**config.mk**
```make
export PLATFORM = sky130hd
export DESIGN_NAME = bit_serial_alu
export DESIGN_NICKNAME = d
export VERILOG_FILES = /design/src/rtl/alu_pkg.sv /design/src/rtl/one_bit_alu.sv /design/src/rtl/bit_serial_alu.sv
export SDC_FILE = /design/constraint.sdc
export NUM_CORES = 1
export LEC_CHECK = 0
export CORE_MARGIN = 2
export CORE_UTILIZATION = 57
export DETAILED_ROUTE_END_ITERATION = 7
export GPL_TIMING_DRIVEN = 0
export PLACE_DENSITY = 0.85
export SKIP_CTS_REPAIR_TIMING = 1
export SLEW_MARGIN = 20
export SYNTH_ARGS = -nofsm -noshare
export SYNTH_HDL_FRONTEND = slang
export SYNTH_HIERARCHICAL = 1
export SYNTH_SLANG_ARGS = --single-unit
```
**constraint.sdc**
```tcl
create_clock -name clk -period 3.62 [get_ports clk]
set_input_delay 0.905 -clock clk [delete_from_list [all_inputs] [get_ports clk]]
set_output_delay 0.905 -clock clk [all_outputs]
set_load 0.05 [all_outputs]
```
**src/rtl/alu_pkg.sv**
```systemverilog
`default_nettype none
// ============================================================================
//  Module   : alu_pkg
//  Purpose  : Shared ALU operation encodings, sequencer state encoding and a
//             small helper used by the bit-serial ALU and the ALU control
//             decoder.
//  Ports    : (package - none)
//  Revision : 1.0 - initial release
// ============================================================================
package alu_pkg;

    // 3-bit ALU operation codes. Bit 2 doubles as "invert B and seed carry".
    localparam logic [2:0] ALU_AND  = 3'b000;
    localparam logic [2:0] ALU_OR   = 3'b001;
    localparam logic [2:0] ALU_ADD  = 3'b010;
    localparam logic [2:0] ALU_RSVD = 3'b011;
    localparam logic [2:0] ALU_ANDN = 3'b100;
    localparam logic [2:0] ALU_ORN  = 3'b101;
    localparam logic [2:0] ALU_SUB  = 3'b110;
    localparam logic [2:0] ALU_SLT  = 3'b111;

    // Sequencer states.
    typedef enum logic [1:0] {
        ST_IDLE = 2'd0,
        ST_RUN  = 2'd1,
        ST_DONE = 2'd2
    } state_e;

    // True for operations whose carry/overflow flags are meaningful.
    function automatic logic is_arith(input logic [2:0] op);
        return (op == ALU_ADD) || (op == ALU_SUB) || (op == ALU_SLT);
    endfunction

endpackage : alu_pkg
`default_nettype wire

```
**src/rtl/one_bit_alu.sv**
```systemverilog
`default_nettype none
// ============================================================================
//  Module   : one_bit_alu
//  Purpose  : Single-bit ALU slice. aluop[2] inverts B; aluop[1:0] selects
//             AND / OR / SUM / LESS.
//  Ports    : a_i, b_i    - operand bits
//             cin_i       - carry in
//             less_i      - value passed through for the LESS selection
//             aluop_i     - 3-bit operation code
//             result_o    - selected result bit
//             cout_o      - full-adder carry out
//  Revision : 1.0 - initial release
// ============================================================================
module one_bit_alu (
    input  logic       a_i,
    input  logic       b_i,
    input  logic       cin_i,
    input  logic       less_i,
    input  logic [2:0] aluop_i,
    output logic       result_o,
    output logic       cout_o
);

    logic bb;
    logic sum;

    assign bb     = b_i ^ aluop_i[2];
    assign sum    = a_i ^ bb ^ cin_i;
    assign cout_o = (a_i & bb) | (a_i & cin_i) | (bb & cin_i);

    always_comb begin
        result_o = 1'b0;
        case (aluop_i[1:0])
            2'b00:   result_o = a_i & bb;
            2'b01:   result_o = a_i | bb;
            2'b10:   result_o = sum;
            default: result_o = less_i;
        endcase
    end

endmodule : one_bit_alu
`default_nettype wire

```
**src/rtl/bit_serial_alu.sv**
```systemverilog
`default_nettype none
// ============================================================================
//  Module   : bit_serial_alu
//  Purpose  : Multi-cycle sequencer around a single one_bit_alu slice.
//             Processes one operand bit per clock, LSB first, and commits a
//             WIDTH-bit result plus zero/carry/overflow flags.
//  Ports    : clk, rst_n           - clock, async active-low reset
//             start                - request, sampled only in IDLE
//             a, b, aluop          - operands/op, captured on acceptance
//             busy                 - high in RUN and DONE
//             done                 - one-cycle completion pulse
//             result, zero         - registered result and zero flag
//             carry_out, overflow  - arithmetic flags (0 for logic ops)
//  Revision : 1.0 - initial release
// ============================================================================
module bit_serial_alu
    import alu_pkg::*;
#(
    parameter int WIDTH = 32,
    parameter int CW    = $clog2(WIDTH)
) (
    input  logic             clk,
    input  logic             rst_n,
    input  logic             start,
    input  logic [WIDTH-1:0] a,
    input  logic [WIDTH-1:0] b,
    input  logic [2:0]       aluop,
    output logic             busy,
    output logic             done,
    output logic [WIDTH-1:0] result,
    output logic             zero,
    output logic             carry_out,
    output logic             overflow
);

    localparam logic [CW-1:0] LAST_BIT = CW'(WIDTH - 1);

    state_e            state_q,  state_d;
    logic [WIDTH-1:0]  a_sh_q,   a_sh_d;
    logic [WIDTH-1:0]  b_sh_q,   b_sh_d;
    // Holds the WIDTH-1 already-computed bits; the current slice bit is
    // appended on the fly, so the full word is available on the last edge.
    logic [WIDTH-2:0]  res_sh_q, res_sh_d;
    logic [2:0]        op_q,     op_d;
    logic              carry_q,  carry_d;
    logic [CW-1:0]     cnt_q,    cnt_d;
    logic [WIDTH-1:0]  result_q, result_d;
    logic              zero_q,   zero_d;
    logic              cout_q,   cout_d;
    logic              ovf_q,    ovf_d;

    logic [2:0]        slice_op;
    logic              slice_res;
    logic              slice_cout;
    logic [WIDTH-1:0]  full_res;
    logic              ovf_bit;
    logic              sum_msb;

    // SLT runs the slice as a subtract; the less-than bit is formed at commit.
    assign slice_op = (op_q == ALU_SLT) ? ALU_SUB : op_q;

    one_bit_alu u_slice (
        .a_i      (a_sh_q[0]),
        .b_i      (b_sh_q[0]),
        .cin_i    (carry_q),
        .less_i   (1'b0),
        .aluop_i  (slice_op),
        .result_o (slice_res),
        .cout_o   (slice_cout)
    );

    assign full_res = {slice_res, res_sh_q};
    // Only meaningful on the MSB edge: carry into vs. out of the sign bit.
    assign ovf_bit  = carry_q ^ slice_cout;
    assign sum_msb  = a_sh_q[0] ^ b_sh_q[0] ^ op_q[2] ^ carry_q;

    always_comb begin
        state_d  = state_q;
        a_sh_d   = a_sh_q;
        b_sh_d   = b_sh_q;
        res_sh_d = res_sh_q;
        op_d     = op_q;
        carry_d  = carry_q;
        cnt_d    = cnt_q;
        result_d = result_q;
        zero_d   = zero_q;
        cout_d   = cout_q;
        ovf_d    = ovf_q;

        case (state_q)
            ST_IDLE: begin
                if (start) begin
                    a_sh_d  = a;
                    b_sh_d  = b;
                    op_d    = aluop;
                    carry_d = aluop[2];
                    cnt_d   = '0;
                    state_d = ST_RUN;
                end
            end

            ST_RUN: begin
                a_sh_d   = {1'b0, a_sh_q[WIDTH-1:1]};
                b_sh_d   = {1'b0, b_sh_q[WIDTH-1:1]};
                res_sh_d = full_res[WIDTH-1:1];
                carry_d  = slice_cout;
                if (cnt_q == LAST_BIT) begin
                    // Counter is left at WIDTH-1 rather than wrapping.
                    state_d = ST_DONE;
                    case (op_q)
                        ALU_ADD, ALU_SUB: begin
                            result_d = full_res;
                            cout_d   = slice_cout;
                            ovf_d    = ovf_bit;
                        end
                        ALU_SLT: begin
                            // Sign of the difference, corrected for overflow.
                            result_d = {{(WIDTH-1){1'b0}}, sum_msb ^ ovf_bit};
                            cout_d   = slice_cout;
                            ovf_d    = ovf_bit;
                        end
                        ALU_AND, ALU_OR, ALU_ANDN, ALU_ORN: begin
                            result_d = full_res;
                            cout_d   = 1'b0;
                            ovf_d    = 1'b0;
                        end
                        default: begin
                            result_d = '0;
                            cout_d   = 1'b0;
                            ovf_d    = 1'b0;
                        end
                    endcase
                    zero_d = (result_d == '0);
                end else begin
                    cnt_d = cnt_q + CW'(1);
                end
            end

            ST_DONE: begin
                state_d = ST_IDLE;
            end

            default: begin
                state_d = ST_IDLE;
            end
        endcase
    end

    always_ff @(posedge clk or negedge rst_n) begin
        if (!rst_n) begin
            state_q  <= ST_IDLE;
            a_sh_q   <= '0;
            b_sh_q   <= '0;
            res_sh_q <= '0;
            op_q     <= '0;
            carry_q  <= 1'b0;
            cnt_q    <= '0;
            result_q <= '0;
            zero_q   <= 1'b1;
            cout_q   <= 1'b0;
            ovf_q    <= 1'b0;
        end else begin
            state_q  <= state_d;
            a_sh_q   <= a_sh_d;
            b_sh_q   <= b_sh_d;
            res_sh_q <= res_sh_d;
            op_q     <= op_d;
            carry_q  <= carry_d;
            cnt_q    <= cnt_d;
            result_q <= result_d;
            zero_q   <= zero_d;
            cout_q   <= cout_d;
            ovf_q    <= ovf_d;
        end
    end

    assign busy      = (state_q != ST_IDLE);
    assign done      = (state_q == ST_DONE);
    assign result    = result_q;
    assign zero      = zero_q;
    assign carry_out = cout_q;
    assign overflow  = ovf_q;

endmodule : bit_serial_alu
`default_nettype wire

```
After elaboration in Yosys (flattened, before gate mapping)
Cells that the tools add are included.
Cells by class
  add/sub/neg operators: 1
  equality and inequality tests: 14
  muxes and demuxes: 19
  bitwise operators: 14
  reduce and logical (&&, ||, !) cells: 13
Operators with widths (count)
  one-hot mux 32 bit (2 select lines): 3
  two-way mux 32 bit: 4
  zero test 32 bit: 1
  equality test 3 bit (second input constant): 4
  two-way mux 5 bit: 2
  one-hot mux 5 bit (2 select lines): 1
  AND reduction 2 bit: 4
  XOR 1 bit: 8
  inequality test 2 bit (second input constant): 3
  OR reduction 6 bit: 1
  adder 5 x 1 -> 5 bit (second input constant): 1
  equality test 5 bit (second input constant): 1
  equality test 2 x 1 -> 1 bit (second input constant): 2
  equality test 2 bit (second input constant): 2
  zero test 2 bit: 2
  two-way mux 2 bit: 2
  one-hot mux 2 bit (2 select lines): 1
  nonzero test 2 bit: 2
  bitwise AND 1 bit: 3
  equality test 3 x 1 -> 1 bit (second input constant): 1
  equality test 3 x 2 -> 1 bit (second input constant): 1
  zero test 3 bit: 1
  two-way mux 1 bit: 3
  two-way mux 3 bit: 1
  5 further kinds: 7
Word-level totals
  register bits: 141
  input bits: 70
  output and inout bits: 37
  word-level logic and storage cells: 72

Longest topological paths before layout
  word-level depth: 12
  gate-level depth with buffers: 10
  mapped depth without buffers: 9

Modules after synthesis
Netlist, hierarchy kept.
By module, submodules not included
  bit_serial_alu: times used 1, cells an instance 619, area each 6110.9 µm², seq. area each 3529.6 µm²
  one_bit_alu: times used 1, cells an instance 8, area each 87.6 µm², seq. area each 0.0 µm²

Least setup slack after synthesis
No wires, ideal clock.
  path kind: register -> register
  start: reg op_q[2]
  end: reg zero_q (netlist: zero)
  setup time: 0.062 ns
  data arrival time: 2.288 ns
  required time: 3.558 ns
  slack: 1.270 ns
  stages on the path, launching flop included: 9
  buffers on the path: 1
  period minus slack after synthesis: 2.350 ns
  path through: dfrtp_1 clkbuf_1 xor2_1 fa_1 mux4_2 nor4_1 nand4_1 o21ai_0 a32o_1
Between the ends
  elaborated cells on any way between the ends: 29
  classes of those cells: eq/ne (8); mux (5); bitwise (12); reduce/logical (4)
RTL lines
  start: declaration: line bit_serial_alu.sv:44  | logic [2:0] op_q, op_d;
  start signal: assignment: line bit_serial_alu.sv:167  | op_q <= op_d;
  equality test 3 bit: line bit_serial_alu.sv:60  | assign slice_op = (op_q == ALU_SLT) ? ALU_SUB : op_q;
  two-way mux 3 bit *: line bit_serial_alu.sv:60
  net slice_op[2]: line bit_serial_alu.sv:52  | logic [2:0] slice_op;
  XOR 1 bit *: line one_bit_alu.sv:27  | assign bb = b_i ^ aluop_i[2];
  XOR 1 bit (2 in a row): line one_bit_alu.sv:28  | assign sum = a_i ^ bb ^ cin_i;
  one-hot mux 1 bit (3 select lines) *: line one_bit_alu.sv:33  | case (aluop_i[1:0])
  net slice_res: line bit_serial_alu.sv:53  | logic slice_res;
  one-hot mux 32 bit (2 select lines) *: line bit_serial_alu.sv:110  | case (op_q)
  two-way mux 32 bit *: line bit_serial_alu.sv:107  | if (cnt_q == LAST_BIT) begin
  two-way mux 32 bit *: line bit_serial_alu.sv:90  | case (state_q)
  zero test 32 bit *: line bit_serial_alu.sv:133  | zero_d = (result_d == '0);
  end signal: assignment: line bit_serial_alu.sv:171  | zero_q <= zero_d;
  end: declaration: line bit_serial_alu.sv:48  | logic zero_q, zero_d;
The timed path passes the listed nets; every way through them passes the cells marked *. The select of a mux whose other input is x is not followed.
A chain may end at the register's enable or synchronous reset.

Final worst setup path
  start: reg state_q[0]
  end: out busy
Between the ends
  cells in the longest elaborated chain, start to end: 1
RTL lines
  start: declaration: line bit_serial_alu.sv:38  | state_e state_q, state_d;
  start signal: assignment: line bit_serial_alu.sv:163  | state_q <= state_d;
  nonzero test 2 bit: line bit_serial_alu.sv:177  | assign busy = (state_q != ST_IDLE);
  end: declaration: line bit_serial_alu.sv:28  | output logic busy,
No other way between the ends.

==> impl_metrics.json <==
{
  "status": "finished clean",
  "period_minus_slack_ns": 2.86,
  "drcViolationCount": 0,
  "r2r-start": "op_q[2]",
  "crit_fanout": 5,
  "hold_violations": 0,
  "fin_skew_ns": 0.00586,
  "powerDensity_mw_per_mm2": 846,
  "max-slew-margin-rel_pct": 57.7,
  "grt_max_degree": 107,
  "drive_gt1_share_pct": 7.06,
  "worst_slew_pin_slew_ns": 0.634,
  "path_clk_slew_ns": 0.06,
  "layout.cells.most_common": "nand2_1",
  "firstDrtPassIters": 5,
  "syn_avg_cell_area_sq_um": 9.89,
  "start_kind": "flop",
  "antenna_left": 0,
  "ir_worst_vdd_mv": 0.490,
  "viasPerCell": 5.48,
  "yosys_register_bits": 141,
  "slew_violations": 0,
  "drv_cap": 0,
  "clockBufferDepth": 2,
  "cts-htree-levels": 4,
  "ys_seq_area_share_pct": 56.9,
  "cp_cell_sequence": "or2_4, clkdlybuf4s50_1",
  "final-setup-viol-count": 0,
  "dp_slack_ns": 0.996,
  "fillCellCount": 707,
  "io_buffers": 106,
  "cts_sinks": 141,
  "crit_type": "reg -> out",
  "crit_path_max_incr_delay_ns": 0.71,
  "start_util_pct": 57.7,
  "dieArea_sq_mm": 0.0117,
  "grt_usage_pct": 27.0,
  "antenna_cells": 0,
  "syn_nets": 702,
  "fp.dieW_microns": 108,
  "yosys.cell_types.count": 38,
  "worstReg2RegEnd": "zero",
  "grt_overflow": 0,
  "sequential_cell_area_sq_mm": 0.00353,
  "multi_input_area_sq_mm": 0.00237,
  "grt_pass1_wl_microns": 24200,
  "hp-class": "in -> async",
  "arrival_ns": 1.95,
  "wire_per_inst_microns": 16.1,
  "syn2layout_area_growth_pct": 30.4,
  "gp_congestion": 0.838,
  "critPathBufInv": 1,
  "synth_warnings": 6,
  "rsz0062_at_grt": "no",
  "postLayoutCoreUtil_pct": 75.2,
  "timing.final.ws_setup_ns": 0.761,
  "clock_latency_ns": 0.52,
  "cts_buffers": 17,
  "rrSetupSlack_ns": 0.95,
  "fin_hold_ws_ns": 0.241,
  "io_pins": 107,
  "core_region_area_sq_mm": 0.0107,
  "total_power_uw": 6840,
  "layout_common_cells": "nand2_1, dfrtp_1, clkdlybuf4s50_1",
  "syn-cell-area_sq_mm": 0.00620,
  "leakage_uw": 0.00356,
  "cp.required_ns": 2.71,
  "fmax_ghz": 0.350,
  "root_buffer": "clkbuf_8",
  "netlist_instances": 627,
  "via_count": 4955,
  "fp.dieH_microns": 108,
  "crit_family": "buffers and inverters",
  "dp_hpwl_microns": 9760,
  "layout.nets": 828,
  "cts_tree": "yes",
  "grt_pass1_vias": 5106,
  "antenna_found_initial": 0,
  "final.period_utilization_pct": 79.0,
  "rr_worst_depth": 8,
  "routed_wl_microns": 14500,
  "critPathSlowestCell": "clkdlybuf4s50_1",
  "dr.first_iter.drc_count": 302,
  "num_rows": 38,
  "cp-end-kind": "primary output"
}
==> where the power goes <==
group          switching (uW)  internal, uW
sequential                407          2130
clock                     639          1180
combinational            1550           935
total                    2600          4240
==> cell families after synthesis <==
family                   after synthesis  synth area share (%)
flip-flops                           141                  56.9
AO/OA/AOI/OAI                        109                  9.31
other                                  1                0.0605
AND/OR/NAND/NOR                      251                  16.2
buffers and inverters                 49                  4.74
multiplexers                          65                  10.7
adder cells (fa/ha/maj)                5                  1.13
XOR/XNOR                               6                 0.848
==> per-layer routing <==
layer	vias up	global-route usage (%)	part of all wire [%]
met5	-	0	0
met4	0	12.7	2.9
met2	168	43.9	49
li1	2333	-	-
met3	35	5.85	5.6
met1	2419	34.8	43
==> state kept, by name, indices dropped and copies added, names as in the netlist <==
register	flops
overflow	1
cnt_q	5
a_sh_q	32
res_sh_q	31
op_q	3
state_q	2
carry_out	1
b_sh_q	32
zero	1
result	32
carry_q	1
==> area by class of cell <==
| cell class | count | area share, % |
|---|---|---|
| buffer | 41 | 3.27 |
| clock buffer | 19 | 5.22 |
| clock inverter | 12 | 2.40 |
| inverter | 8 | 0.372 |
| multi-input combinational | 437 | 29.4 |
| sequential | 141 | 43.7 |
| tap | 140 | 2.17 |
| timing repair buffer | 107 | 13.5 |
==> through the flow <==
stage	TNS, ns	std cells	instance area [sq um]
2_1_floorplan	0	627	6200
3_3_place_gp	-505.70	873	7430
3_5_place_dp	0	874	7470
4_1_cts	0	905	8080
5_1_grt	0	905	8080
6_report	0	905	8080
==> cells in the mapped netlist <==
cell type,number,area share [%]
o21ai_0,60,4.8
o31a_1,1,0.14
nand3_1,1,0.081
a21oi_1,1,0.081
buf_6,2,0.36
ha_1,4,0.81
dfrtp_1,140,57
mux2i_1,62,10
nor3b_1,1,0.12
conb_1,1,0.060
nand4_1,2,0.20
nor2_8,1,0.32
clkbuf_1,25,1.5
nand2_1,230,14
inv_1,8,0.48
or2_4,1,0.14
a22o_1,4,0.57
a32o_1,1,0.16
xnor2_1,2,0.28
o211ai_1,1,0.12
dfstp_2,1,0.42
buf_2,8,0.65
nor2_1,3,0.18
xor2_1,4,0.57
or3_1,1,0.10
mux4_2,1,0.36
and3_1,1,0.10
nand2b_1,1,0.10
buf_12,5,1.6
buf_4,1,0.12
mux2_2,2,0.36
fa_1,1,0.32
o21ai_1,39,3.1
nor2b_2,1,0.14
nor4_1,7,0.71
a211oi_1,1,0.12
nor2b_1,1,0.10
a21boi_0,1,0.12
==> how the worst max path moves through the flow <==
| stage | end | depth (start not counted) | from |
|---|---|---|---|
| floorplan | zero | 8 | op_q[2] |
| global placement | result[22] | 1 | rst_n |
| detailed placement | zero | 8 | op_q[2] |
| CTS | busy | 2 | state_q[0] |
| global route | busy | 2 | state_q[1] |
| finish | busy | 2 | state_q[0] |
No activity file was read; power rests on OpenSTA's default activity.
